==> config.mk <==
export PLATFORM = sky130hd
export DESIGN_NAME = mc_main_fsm_flat
export DESIGN_NICKNAME = d
export VERILOG_FILES = /design/src/rtl/mc_main_fsm_if.sv /design/src/rtl/mc_main_fsm.sv /design/src/flat_wrapper.sv
export SDC_FILE = /design/constraint.sdc
export NUM_CORES = 1
export LEC_CHECK = 0
export ABC_AREA = 1
export BUFFER_PORTS_ARGS = -buffer_cell sky130_fd_sc_hd__buf_2
export CORE_AREA = 2 2 39 41
export DETAILED_ROUTE_END_ITERATION = 10
export DIE_AREA = 0 0 41 43
export PLACE_DENSITY_LB_ADDON = 0.25
export SLEW_MARGIN = 20
export SYNTH_ARGS = -nofsm -noshare
export SYNTH_HDL_FRONTEND = slang
export SYNTH_SLANG_ARGS = --single-unit
==> constraint.sdc <==
create_clock -name clk -period 1.7 [get_ports clk]
set_input_delay 0.085 -clock clk [delete_from_list [all_inputs] [get_ports clk]]
set_output_delay 0.085 -clock clk [all_outputs]
set_load 0.02 [all_outputs]
==> src/rtl/mc_main_fsm_if.sv <==
// Control bundle between the multicycle MIPS main FSM and its datapath:
// opcode in, per-cycle enables and mux selects out.
interface mc_main_fsm_if;
    logic [5:0] op;
    logic       pcwrite;
    logic       branch;
    logic       irwrite;
    logic       regwrite;
    logic       memwrite;
    logic       iord;
    logic       memtoreg;
    logic       regdst;
    logic       alusrca;
    logic [1:0] alusrcb;
    logic [1:0] pcsrc;
    logic [1:0] aluop;
    logic       illegal_op;
    logic [3:0] state;

    modport master (
        input  op,
        output pcwrite, branch, irwrite, regwrite, memwrite, iord, memtoreg,
               regdst, alusrca, alusrcb, pcsrc, aluop, illegal_op, state
    );

    modport slave (
        output op,
        input  pcwrite, branch, irwrite, regwrite, memwrite, iord, memtoreg,
               regdst, alusrca, alusrcb, pcsrc, aluop, illegal_op, state
    );
endinterface

==> src/rtl/mc_main_fsm.sv <==
// Main control FSM of the multicycle MIPS datapath: Moore machine sequencing
// one instruction at a time; all outputs are held at zero while reset is low.
module mc_main_fsm #(
    parameter logic [5:0] OP_RTYPE = 6'b000000,
    parameter logic [5:0] OP_LW    = 6'b100011,
    parameter logic [5:0] OP_SW    = 6'b101011,
    parameter logic [5:0] OP_BEQ   = 6'b000100,
    parameter logic [5:0] OP_ADDI  = 6'b001000,
    parameter logic [5:0] OP_J     = 6'b000010
) (
    input  logic          clk,
    input  logic          reset,
    mc_main_fsm_if.master bus
);

    typedef enum logic [3:0] {
        FETCH   = 4'd0,
        DECODE  = 4'd1,
        MEMADR  = 4'd2,
        MEMRD   = 4'd3,
        MEMWB   = 4'd4,
        MEMWR   = 4'd5,
        EXECUTE = 4'd6,
        ALUWB   = 4'd7,
        BRANCH  = 4'd8,
        ADDIEX  = 4'd9,
        ADDIWB  = 4'd10,
        JUMP    = 4'd11
    } state_t;

    state_t state_q;
    state_t state_d;

    logic       pcwrite;
    logic       branch;
    logic       irwrite;
    logic       regwrite;
    logic       memwrite;
    logic       iord;
    logic       memtoreg;
    logic       regdst;
    logic       alusrca;
    logic [1:0] alusrcb;
    logic [1:0] pcsrc;
    logic [1:0] aluop;
    logic       illegal_op;
    logic       op_known;

    assign op_known = (bus.op == OP_RTYPE) || (bus.op == OP_LW)   ||
                      (bus.op == OP_SW)    || (bus.op == OP_BEQ)  ||
                      (bus.op == OP_ADDI)  || (bus.op == OP_J);

    always_ff @(posedge clk or negedge reset) begin
        if (!reset) state_q <= FETCH;
        else        state_q <= state_d;
    end

    always_comb begin
        state_d = FETCH;
        case (state_q)
            FETCH:   state_d = DECODE;
            DECODE: begin
                if      (bus.op == OP_LW || bus.op == OP_SW) state_d = MEMADR;
                else if (bus.op == OP_RTYPE)                 state_d = EXECUTE;
                else if (bus.op == OP_BEQ)                   state_d = BRANCH;
                else if (bus.op == OP_ADDI)                  state_d = ADDIEX;
                else if (bus.op == OP_J)                     state_d = JUMP;
                else                                         state_d = FETCH;
            end
            MEMADR: begin
                // IR is stable through the instruction, so op still selects load vs store
                if      (bus.op == OP_LW) state_d = MEMRD;
                else if (bus.op == OP_SW) state_d = MEMWR;
                else                      state_d = FETCH;
            end
            MEMRD:   state_d = MEMWB;
            EXECUTE: state_d = ALUWB;
            ADDIEX:  state_d = ADDIWB;
            default: state_d = FETCH;
        endcase
    end

    always_comb begin
        pcwrite    = 1'b0;
        branch     = 1'b0;
        irwrite    = 1'b0;
        regwrite   = 1'b0;
        memwrite   = 1'b0;
        iord       = 1'b0;
        memtoreg   = 1'b0;
        regdst     = 1'b0;
        alusrca    = 1'b0;
        alusrcb    = 2'b00;
        pcsrc      = 2'b00;
        aluop      = 2'b00;
        illegal_op = 1'b0;
        // Gating on reset keeps PC/IR writes off during the async reset window
        if (reset) begin
            case (state_q)
                FETCH: begin
                    irwrite = 1'b1;
                    pcwrite = 1'b1;
                    alusrcb = 2'b01;
                end
                DECODE: begin
                    alusrcb    = 2'b11;
                    illegal_op = ~op_known;
                end
                MEMADR: begin
                    alusrca = 1'b1;
                    alusrcb = 2'b10;
                end
                MEMRD:   iord = 1'b1;
                MEMWB: begin
                    regwrite = 1'b1;
                    memtoreg = 1'b1;
                end
                MEMWR: begin
                    iord     = 1'b1;
                    memwrite = 1'b1;
                end
                EXECUTE: begin
                    alusrca = 1'b1;
                    aluop   = 2'b10;
                end
                ALUWB: begin
                    regwrite = 1'b1;
                    regdst   = 1'b1;
                end
                BRANCH: begin
                    alusrca = 1'b1;
                    aluop   = 2'b01;
                    pcsrc   = 2'b01;
                    branch  = 1'b1;
                end
                ADDIEX: begin
                    alusrca = 1'b1;
                    alusrcb = 2'b10;
                end
                ADDIWB:  regwrite = 1'b1;
                JUMP: begin
                    pcwrite = 1'b1;
                    pcsrc   = 2'b10;
                end
                default: ;
            endcase
        end
    end

    assign bus.pcwrite    = pcwrite;
    assign bus.branch     = branch;
    assign bus.irwrite    = irwrite;
    assign bus.regwrite   = regwrite;
    assign bus.memwrite   = memwrite;
    assign bus.iord       = iord;
    assign bus.memtoreg   = memtoreg;
    assign bus.regdst     = regdst;
    assign bus.alusrca    = alusrca;
    assign bus.alusrcb    = alusrcb;
    assign bus.pcsrc      = pcsrc;
    assign bus.aluop      = aluop;
    assign bus.illegal_op = illegal_op;
    assign bus.state      = state_q;

endmodule
==> src/flat_wrapper.sv <==
// flat-port wrapper written by rule: the top's interface ports become plain ports
module mc_main_fsm_flat 
#(
    parameter logic [5:0] OP_RTYPE = 6'b000000,
    parameter logic [5:0] OP_LW    = 6'b100011,
    parameter logic [5:0] OP_SW    = 6'b101011,
    parameter logic [5:0] OP_BEQ   = 6'b000100,
    parameter logic [5:0] OP_ADDI  = 6'b001000,
    parameter logic [5:0] OP_J     = 6'b000010
)
  (clk, reset, bus_op, bus_pcwrite, bus_branch, bus_irwrite, bus_regwrite, bus_memwrite, bus_iord, bus_memtoreg, bus_regdst, bus_alusrca, bus_alusrcb, bus_pcsrc, bus_aluop, bus_illegal_op, bus_state);
  mc_main_fsm_if bus_i ();
  input  logic clk;
  input  logic reset;
  input wire logic [$bits(bus_i.op)-1:0] bus_op;
  output wire logic [$bits(bus_i.pcwrite)-1:0] bus_pcwrite;
  output wire logic [$bits(bus_i.branch)-1:0] bus_branch;
  output wire logic [$bits(bus_i.irwrite)-1:0] bus_irwrite;
  output wire logic [$bits(bus_i.regwrite)-1:0] bus_regwrite;
  output wire logic [$bits(bus_i.memwrite)-1:0] bus_memwrite;
  output wire logic [$bits(bus_i.iord)-1:0] bus_iord;
  output wire logic [$bits(bus_i.memtoreg)-1:0] bus_memtoreg;
  output wire logic [$bits(bus_i.regdst)-1:0] bus_regdst;
  output wire logic [$bits(bus_i.alusrca)-1:0] bus_alusrca;
  output wire logic [$bits(bus_i.alusrcb)-1:0] bus_alusrcb;
  output wire logic [$bits(bus_i.pcsrc)-1:0] bus_pcsrc;
  output wire logic [$bits(bus_i.aluop)-1:0] bus_aluop;
  output wire logic [$bits(bus_i.illegal_op)-1:0] bus_illegal_op;
  output wire logic [$bits(bus_i.state)-1:0] bus_state;
  assign bus_i.op = bus_op;
  assign bus_pcwrite = bus_i.pcwrite;
  assign bus_branch = bus_i.branch;
  assign bus_irwrite = bus_i.irwrite;
  assign bus_regwrite = bus_i.regwrite;
  assign bus_memwrite = bus_i.memwrite;
  assign bus_iord = bus_i.iord;
  assign bus_memtoreg = bus_i.memtoreg;
  assign bus_regdst = bus_i.regdst;
  assign bus_alusrca = bus_i.alusrca;
  assign bus_alusrcb = bus_i.alusrcb;
  assign bus_pcsrc = bus_i.pcsrc;
  assign bus_aluop = bus_i.aluop;
  assign bus_illegal_op = bus_i.illegal_op;
  assign bus_state = bus_i.state;
  mc_main_fsm #(.OP_RTYPE(OP_RTYPE), .OP_LW(OP_LW), .OP_SW(OP_SW), .OP_BEQ(OP_BEQ), .OP_ADDI(OP_ADDI), .OP_J(OP_J)) u_core (.clk(clk), .reset(reset), .bus(bus_i));
endmodule
==> results.md, run 1 <==
* Postcts setup bufs at 0
* Antenna cells at 0
* Largest net degree at the start of global routing at 10
* Initial antenna violation count at 0
* Number of flip-flops in the largest register at 4
* Power Internal at 318 µW
* LEAKAGE at 0.420 nW
* Reg2reg start: u_core.bus.state[1]$_DFF_PN0_
* Num CTS Buffers at 3
* Die H at 43 µm
* Filler Cell Count at 157
* Gate Count Post-Synth at 90
* Syn nets at 98
* Layout Area Growth over Synthesis at 40.5%
* FF/Latch Area at 100 µm²
* Clock transition at the registers of the reported paths at 40 ps
* Worst vdd ir at 0.000372 V
* GR Util All Layers at 16.0%
* Hold depth at 3
* Crit end category: output port
* Overflow after GRT at 0
* Layout cells sized above 1 at 30.6%
* Synthesized area at 475 µm²
* Worst r2r dst: u_core.bus.state[2]$_DFF_PN0_
* Syn avg cell area at 5.28 µm²
* Status: completed
* Post-route worst setup slack at 86.5 ps
* Slowest cell delay on critical path at 550 ps
* Antenna Nets Post-Route at 0
* WP data required at 1620 ps
* Final design utilization at 48.3%
* CTS H-tree depth at 1
* Period minus WS final at 1610 ps
* Place WS at 397 ps
* Max Clock Freq at 0.620 GHz
* Arrival @ worst endpoint at 1530 ps
* Switching Fraction at 50.9%
* Critical path's top delay family: buffers and inverters
* Number of synthesized register bits at 4
* I/O pin count at 28
* Final setup fails at 0
* Sequential element share of the synthesized area at 21.1%
* CTS Sinks at 4
* DRC Markers at 0
* Drt total wl at 1.25 mm
* Least-Margin Pin Slew at 297 ps
* Slew headroom at 80.1%
* CTS Root Cell: clkbuf_4
* Die X at 41 µm
* Drt wl/cell at 9.15 µm
* Port Buffer Count at 27
* Hold Vio Cnt, Final at 0
* CTS tree: yes
* Crit path kind: input pin to output port
* Rows at 14
* Synth warnings at 0
* Core area at 0.00138 mm²
* Worst Path Buf+Inv at 4
* Hold Path Sink: u_core.bus.state[2]$_DFF_PN0_
* Worst setup SP type: input pin
* Net switching power at 329 µW
* Routability cong. at 0.769
* Die area at 0.00176 mm²
* Max-slew violations at 0
* CP max stage cell: dlygate4sd3_1
* Max clock buf depth at 2
* Post-synth cell types at 19
* DP Wirelength at 1.03 mm
* Worst R2R Setup Slack at 530 ps
* Max-cap violations at 0
* Power density over the cells at 968 mW/mm²
* Router iterations before antenna repair at 4
* Initial Util at 34.4%
* Footprint of the multi-input gates at 319 µm²
* Hold_sp: bus_op[3]
* Clock group share of total power at 18.1%
* Sequential power share at 23.4%
* Number of global-route vias before repair at 548
* Hold crit path type: input pin to flip-flop
* Crit path cell chain: dlygate4sd3_1 > clkbuf_4 > clkinv_1 > nor3_1 > o21ai_0 > o31ai_1 > buf_2
* DRT iter0 DRCs at 8
* Combinational cell fraction of total power at 58.5%
* Period Utilization, post-route at 94.9%
* Via count at 643
* Via-to-Cell Ratio at 4.69
* CP max FO at 6
* First-pass GRT wire length at 1.97 mm
* Final nets at 131
* Fin Clk Skew at 1.11 ps
* R2R cell count at 5
* Total power at 646 µW
* Worst-skew pair later-pin latency at 240 ps
-- through the flow --
stage	instance area [µm²]	hold slack (ps)	setup TNS, ps	instances
CTS	663	128	0	137
global route	668	137	-60.4	137
global placement	631	-93.4	0	133
detailed placement	631	-92.9	0	133
finish	668	121	0	137
floorplan	475	-211	0	90
-- synthesized netlist by cell type --
cell type,number,share of area [%]
a21oi_1,2,2.1
a31oi_1,1,1.3
and2_1,1,1.3
buf_4,1,1.6
clkinv_1,1,0.79
dfrtp_1,4,21
inv_1,11,8.7
inv_2,1,0.79
nand2_1,21,17
nand2_2,1,1.3
nand3_1,10,11
nand4_1,1,1.3
nor2_1,25,20
nor2_2,4,5.3
nor3_1,2,2.1
o21a_1,1,1.6
o21ai_0,1,1.1
o22ai_1,1,1.3
o31ai_1,1,1.6
-- cells by family (layout without fill, tap and decap cells) --
group	Yosys count	count (layout)	share of synthesized area, %
compound gates	7	7	8.95
buf+inv	14	45	11.8
flops	4	4	21.1
simple gates	65	65	58.2
-- power groups by stage --
stage          registers [mW]  logic (mW)  clock network [mW]
5_1_grt                 0.156       0.428               0.121
6_report                0.151       0.378               0.117
4_1_cts                 0.152       0.376               0.115
3_3_place_gp            0.153       0.375                   0
2_1_floorplan           0.172       0.238                   0
3_5_place_dp            0.153       0.373                   0
-- final cells by class --
cell class                 count  share of cell area, %
multi-input combinational     72                   47.8
inverter                      13                   7.30
clock buffer                   3                   3.37
sequential                     4                   15.0
timing repair buffer          29                   23.6
tap                           16                   3.00
-- what timing repair did --
item | 4_1_cts | 5_1_grt
endpoints found under the setup margin | 0 | 2
gates resized for setup | 0 | 2
endpoints found under the hold margin | 4 | 0
hold buffers | 1 | 0
-- layout by cell type, fill, tap and decap left out, drive strengths merged --
cell and count:
nand2 22, clkbuf 4, dfrtp 4, and2 1
clkinv 1, o22ai 1, nor2 29, nand4 1
o21ai 1, a31oi 1, a21oi 2, dlygate4sd3 1
o31ai 1, o21a 1, nand3 10, nor3 2
buf 27, inv 12
-- worst register-to-register path: stages, from the launching register on --
cell,delay (ps)
dfrtp_1,460
inv_2,110
nand2_1,60
nor2_1,250
nand4_1,130
nand3_1,110
-- metal layers --
metal	global-route usage [%]	wire length, µm	up-vias
met3	3.14	62	2
met4	6.00	11	0
met1	18.4	553	276
li1	-	-	347
met5	0	0	-
met2	27.2	626	18
-- how the worst max path moves through the flow --
stage | startpoint | to | depth (start not counted)
finish | reset | bus_regwrite | 7
floorplan | u_core.bus.state[3]$_DFF_PN0_ | bus_regwrite | 4
CTS | reset | bus_regwrite | 7
global route | reset | bus_illegal_op | 8
detailed placement | u_core.bus.state[3]$_DFF_PN0_ | bus_illegal_op | 6
global placement | u_core.bus.state[3]$_DFF_PN0_ | bus_illegal_op | 6
Note: power is estimated with default switching activity, not from simulation.
==> inputs of run 2 (changes only) <==
--- a/config.mk
+++ b/config.mk
@@ -8,7 +8,7 @@
 export ABC_AREA = 1
 export BUFFER_PORTS_ARGS = -buffer_cell sky130_fd_sc_hd__buf_2
-export CORE_AREA = 2 2 39 41
+export CORE_AREA = 2 2 40 42
 export DETAILED_ROUTE_END_ITERATION = 10
-export DIE_AREA = 0 0 41 43
+export DIE_AREA = 0 0 42 44
 export PLACE_DENSITY_LB_ADDON = 0.25
 export SLEW_MARGIN = 20
==> constraint.sdc (replaced) <==
create_clock -name clk -period 1.7 [get_ports clk]
set_input_delay 0.34 -clock clk [delete_from_list [all_inputs] [get_ports clk]]
set_output_delay 0.34 -clock clk [all_outputs]
set_load 0.02 [all_outputs]
==> results.md, run 2 (same netlist as run 1, synthesis figures left out) <==
* Status: completed
* Initial Util at 33.5% (-0.85 points)
* Post-route worst setup slack at 25.9 ps (-60.6 ps)
* Commonest non-fill, non-tap cells in the layout: buf_2, nor2_1, nand2_1
* DP Area at 638 µm² (+1.2%)
* DRC Markers at 0 (unchanged)
* Number of global-route vias before repair at 526 (-4.0%)
* LEAKAGE at 0.442 nW (+5.2%)
* Antenna Nets Post-Route at 0 (unchanged)
* Place WS at 167 ps (-230 ps)
* DRT iter0 DRCs at 3 (-5)
* First-pass GRT wire length at 1.97 mm (unchanged)
* Antenna cells at 0 (unchanged)
* Num CTS Buffers at 3 (unchanged)
* Final nets at 135 (+3.1%)
* Router iterations before antenna repair at 4 (unchanged)
* CTS Sinks at 4 (unchanged)
* Max-cap violations at 0 (unchanged)
* Via-to-Cell Ratio at 4.58 (-2.4%)
* Overflow after GRT at 0 (unchanged)
* Fin Clk Skew at 2.05 ps (+0.936 ps)
* Drt total wl at 1.35 mm (+7.8%)
* DP Wirelength at 1.05 mm (+2.3%)
* Core area at 0.00142 mm² (+2.5%)
* Design area at 741 µm² (+11%)
* Number of flip-flops in the largest register at 4 (unchanged)
* Die area at 0.00185 mm² (+4.8%)
* Hold Vio Cnt, Final at 0 (unchanged)
* Largest net degree at the start of global routing at 10 (unchanged)
* Max-slew violations at 0 (unchanged)
* Period minus WS final at 1670 ps (+60.6 ps)
* Layout cells sized above 1 at 43.2% (+13 points)
* Hold buffer count at CTS at 0 (-1)
* Period Utilization, post-route at 98.5% (+3.6 points)
* RSZ-0062 raised after global routing: yes
* Total power at 717 µW (+11%)
* Clock transition at the registers of the reported paths at 40 ps (about the same)
* Max Clock Freq at 0.597 GHz (-3.6%)
* I/O pin count at 28 (unchanged)
* Hold crit path type: input pin to async pin
* Crit path cell chain: nor2_2 > nand2_2 > a31oi_1 > buf_4
* Rows at 14 (unchanged)
* Least-Margin Pin Slew at 297 ps (-0.953 ps)
* Slew headroom at 80.2% (about the same)
* Initial antenna violation count at 0 (unchanged)
* Die X at 42 µm (+2.4%)
* Most common cell after layout, fill and taps aside: buf_2
* CTS tree: yes
* Layout Area Growth over Synthesis at 55.8%
* GR Util All Layers at 13.6% (-2.4 points)
* Worst vdd ir at 0.000433 V (+16%)
* Max clock buf depth at 2 (unchanged)
* Crit path kind: flip-flop to output port
* Slowest cell delay on critical path at 440 ps (-110 ps)
* Port Buffer Count at 27 (unchanged)
* Routability cong. at 0.857 (+11%)
* Arrival @ worst endpoint at 1330 ps (-200 ps)
* CTS Root Cell: clkbuf_4
* CP max FO at 6 (unchanged)
* Crit end category: output port
* Via count at 646 (+0.47%)
* Worst setup SP type: flip-flop
* CP max stage cell: dfrtp_2
* Finished Layout Cells at 141 (+2.9%)
* Hold slack at 10.2 ps (-111 ps)
* Final setup fails at 0 (unchanged)
* Power density over the cells at 969 mW/mm² (+0.11%)
* Die H at 44 µm (+2.3%)
* Drt wl/cell at 9.59 µm (+4.8%)
* WP data required at 1360 ps (-260 ps)
* Worst-skew pair later-pin latency at 230 ps (about the same)
* CTS H-tree depth at 1 (unchanged)
* Dpl cells at 134 (+0.75%)
-- run 2: worst paths after layout --
path / cells after the start / slack (ps) / to / start
max: 4 / 30 / bus_alusrcb[1] / u_core.bus.state[0]$_DFF_PN0_
min: 2 / 10 / u_core.bus.state[3]$_DFF_PN0_ / reset
max reg2reg: 5 / 440 / u_core.bus.state[2]$_DFF_PN0_ / u_core.bus.state[2]$_DFF_PN0_
min reg2reg: 3 / 700 / u_core.bus.state[3]$_DFF_PN0_ / u_core.bus.state[1]$_DFF_PN0_
max in group asynchronous: 2 / 1570 / u_core.bus.state[0]$_DFF_PN0_ / reset
min in group clk: 3 / 400 / u_core.bus.state[2]$_DFF_PN0_ / bus_op[3]
-- run 2: metrics by stage --
step | setup TNS (ps) | util [%]
after global placement | 0 | 45.0
final | 0 | 52.2
after detailed placement | 0 | 45.0
after CTS | -17.6 | 48.4
after floorplan | -35.5 | -
after global routing | -170 | 52.2
-- run 2: routing by layer --
layer / vias to the layer above / part of all wire [%] / global-route usage [%]
li1: 353 / - / -
met2: 24 / 50 / 25.3
met3: 2 / 5.7 / 1.67
met4: 0 / 1.3 / 4.52
met5: - / 0 / 0
met1: 267 / 43 / 16.1
-- run 2: layout make-up --
cell class	instances	area, µm²
Timing Repair Buffer	33	194
Clock buffer	3	22.5
Tap cell	16	20.0
Fill cell	145	678
Inverter	13	48.8
Sequential cell	4	105
Multi-Input combinational cell	72	350
-- run 2: worst max-delay path, delay by kind of cell (launching register included) --
family | cells | cell delay, ps
and+or+nand+nor | 2 | 270
DFF | 1 | 440
buffers and inverters | 1 | 180
AOI/OAI and AO/OA | 1 | 220
-- run 2: power breakdown --
part | internal, mW | switching (mW)
registers | 0.120 | 0.0394
logic | 0.163 | 0.284
clock network | 0.0785 | 0.0326
-- run 2: repair_timing --
action	4_1_cts	5_1_grt
buffers inserted	2	2
endpoints found under the setup margin	4	10
gates cloned	0	0
pin swaps	0	4
resized for setup	4	15
==> inputs of run 3 (changes only) <==
- ABC_AREA: 1 -> not set
- CORE_AREA: 2 2 40 42 -> 2 2 42 44
- DIE_AREA: 0 0 42 44 -> 0 0 44 46
==> results.md, run 3 <==
* Status: finished with violations
* Failing checks: negative setup slack
* I/O pin count at 28 (unchanged)
* Most common cell after layout, fill and taps aside: buf_4
* Hold crit path type: input pin to async pin
* Post-synth EDFFs at 0 (unchanged)
* Worst R2R Setup Slack at 370 ps (-70 ps)
* Top-area cell type share of the netlist area at 19.1% (-2.0 points)
* Combinational family with the most area after synthesis: simple AND/OR/NAND/NOR gates
* CTS tree: yes
* Synth Area in XOR/XNOR at 5.01% (+5.0 points)
* Design area at 900 µm² (+21%)
* Syn nets at 82 (-16%)
* Synthesized-area fraction occupied by and/or/nand/nor cells at 45.3% (-13 points)
* Worst-skew pair later-pin latency at 250 ps (+20 ps)
* CTS H-tree depth at 1 (unchanged)
* Synth cell count leaders: nand2_1, nor2_1, nor3_1
* Num CTS Buffers at 3 (unchanged)
* Hold Vio Cnt, Final at 0 (unchanged)
* WP data required at 1360 ps (about the same)
* Max clock buf depth at 2 (unchanged)
* Max Clock Freq at 0.545 GHz (-8.8%)
* Via-to-Cell Ratio at 5.08 (+11%)
* First-pass GRT wire length at 2.53 mm (+28%)
* Number of synthesized register bits at 4 (unchanged)
* Syn avg cell area at 7.08 µm² (+34%)
* Rows at 15 (+1)
* Post-route worst setup slack at -136 ps (-162 ps)
* Setup_tns at -438 ps (-438 ps)
* Max-cap violations at 0 (unchanged)
* Place WS at 90.0 ps (-76.8 ps)
* Worst setup SP type: flip-flop
* Antenna Nets Post-Route at 0 (unchanged)
* Drt total wl at 1.50 mm (+11%)
* Period Utilization, post-route at 108% (+9.5 points)
* Fraction of registers with async set/reset at 100% (unchanged)
* Routability cong. at 0.816 (-4.7%)
* DP Area at 716 µm² (+12%)
* Final setup fails at 5 (+5)
* Post-synthesis compound-gate area fraction at 21.5% (+13 points)
* Overflow after GRT at 0 (unchanged)
* Total power at 889 µW (+24%)
* CP max FO at 4 (-2)
* Fin Clk Skew at 15.7 ps (+13.6 ps)
* Dpl cells at 121 (-9.7%)
* Final nets at 122 (-9.6%)
* Multiplexer area fraction after synthesis at 0% (unchanged)
* Largest net degree at the start of global routing at 12 (+2)
* Top cells by area, synth: dfrtp_1, nand2_1, nor2_1, nor3_1, o21ai_0
* Power density over the cells at 988 mW/mm² (+2.0%)
* Core area at 0.00161 mm² (+14%)
* GR Util All Layers at 16.6% (+3.0 points)
* CTS Root Cell: clkbuf_4
* Finished Layout Cells at 130 (-7.8%)
* DRT iter0 DRCs at 11 (+8)
* Top FF cell, synth: dfrtp_1
* Synth warnings at 0 (unchanged)
* Die H at 46 µm (+4.5%)
* Least-Margin Pin Slew at 370 ps (+73.9 ps)
* Sequential element share of the synthesized area at 19.1% (-2.0 points)
* Antenna cells at 0 (unchanged)
* Gate Count Post-Synth at 74 (-18%)
* Crit end category: output port
* DP Wirelength at 1.07 mm (+1.7%)
* Initial Util at 32.5% (-1.0 points)
* Post-Synth Adder-Cell Area at 0% (unchanged)
* Hold buffer count at CTS at 0 (unchanged)
* Router iterations before antenna repair at 4 (unchanged)
* Port Buffer Count at 27 (unchanged)
* Arrival @ worst endpoint at 1500 ps (+170 ps)
* Die area at 0.00202 mm² (+9.5%)
* Initial antenna violation count at 0 (unchanged)
* Drt wl/cell at 11.5 µm (+20%)
* Die X at 44 µm (+4.8%)
* Via count at 661 (+2.3%)
* Synthesized area at 524 µm² (+10%)
* Period minus WS final at 1840 ps (+162 ps)
* Commonest non-fill, non-tap cells in the layout: buf_4, buf_2, buf_6
* DRC Markers at 0 (unchanged)
* LEAKAGE at 0.415 nW (-6.0%)
* RSZ-0062 raised after global routing: yes
* Max-slew violations at 0 (unchanged)
* Layout Area Growth over Synthesis at 71.6%
* Slew headroom at 75.0% (-5.2 points)
* Number of global-route vias before repair at 611 (+16%)
* Synth area leader: dfrtp_1
* R2R cell count at 4 (-1)
* Post-synth cell types at 35 (+16)
* Clock transition at the registers of the reported paths at 50 ps (about the same)
* Layout cells sized above 1 at 54.0% (+11 points)
* Worst vdd ir at 0.000394 V (-8.9%)
* CTS Sinks at 4 (unchanged)
* Crit path kind: flip-flop to output port
* Number of flip-flops in the largest register at 4 (unchanged)
==> run 3: changes by cell type after synthesis, moves of 3 or more <==
cell,before,now
nor2_1,25,9
o21ai_0,1,5
nor3_1,2,6
inv_1,11,2
nand2_1,21,9
nand3_1,10,2
nor2_2,4,0
nand2b_1,0,3
==> run 3: where the power goes <==
group	total [mW]	switching, mW	internal, mW	leakage [nW]
logic	0.596	0.325	0.272	0.350
registers	0.157	0.0370	0.120	0.0506
clock network	0.136	0.0473	0.0885	0.0150
==> run 3: final timing paths <==
| check | to | startpoint |
|---|---|---|
| worst max-delay path | bus_pcwrite | u_core.bus.state[3]$_DFF_PN0_ |
| worst min-delay path | u_core.bus.state[3]$_DFF_PN0_ | reset |
| worst max register to register | u_core.bus.state[1]$_DFF_PN0_ | u_core.bus.state[3]$_DFF_PN0_ |
| worst min register to register | u_core.bus.state[3]$_DFF_PN0_ | u_core.bus.state[2]$_DFF_PN0_ |
| max in group asynchronous | u_core.bus.state[2]$_DFF_PN0_ | reset |
| min in group clk | u_core.bus.state[0]$_DFF_PN0_ | bus_op[5] |
==> run 3: logic make-up after synthesis <==
group	count (synthesis)
simple gates	43
flops	4
buf+inv	7
compound gates	17
xor+xnor	3
==> run 3: per-layer routing <==
layer | part of all wire [%] | GRT usage (%)
met4 | 1.4 | 7.27
met1 | 46 | 21.4
met5 | 0 | 0
met2 | 50 | 28.2
met3 | 2.9 | 1.19
==> run 3: worst max-delay path, cell delays in order, from the launching register on <==
cell and delay (ps):
dfrtp_2 410, or3b_4 410, nor3_4 130, o21bai_2 150, buf_6 140
==> run 3: area by class of cell <==
class | count | area, µm²
Fill cell | 158 | 714
Multi-Input combinational cell | 63 | 438
Timing Repair Buffer | 40 | 304
Sequential cell | 4 | 103
Clock buffer | 4 | 26.3
Tap cell | 17 | 21.3
Inverter | 2 | 7.51
==> run 3: stage by stage <==
stage | hold slack [ps] | util (%)
after floorplan | 44.4 | -
after global placement | 267 | 44.3
after detailed placement | 260 | 44.3
after CTS | 3.96 | 52.2
after global routing | 18.5 | 55.7
final | 11.2 | 55.7
==> run 3: what timing repair did <==
action | in CTS | in global routing
hold endpoints to repair | 0 | 0
pin swaps | 1 | 4
gates resized for setup | 20 | 20
endpoints found under the setup margin | 16 | 16
setup buffers | 5 | 0
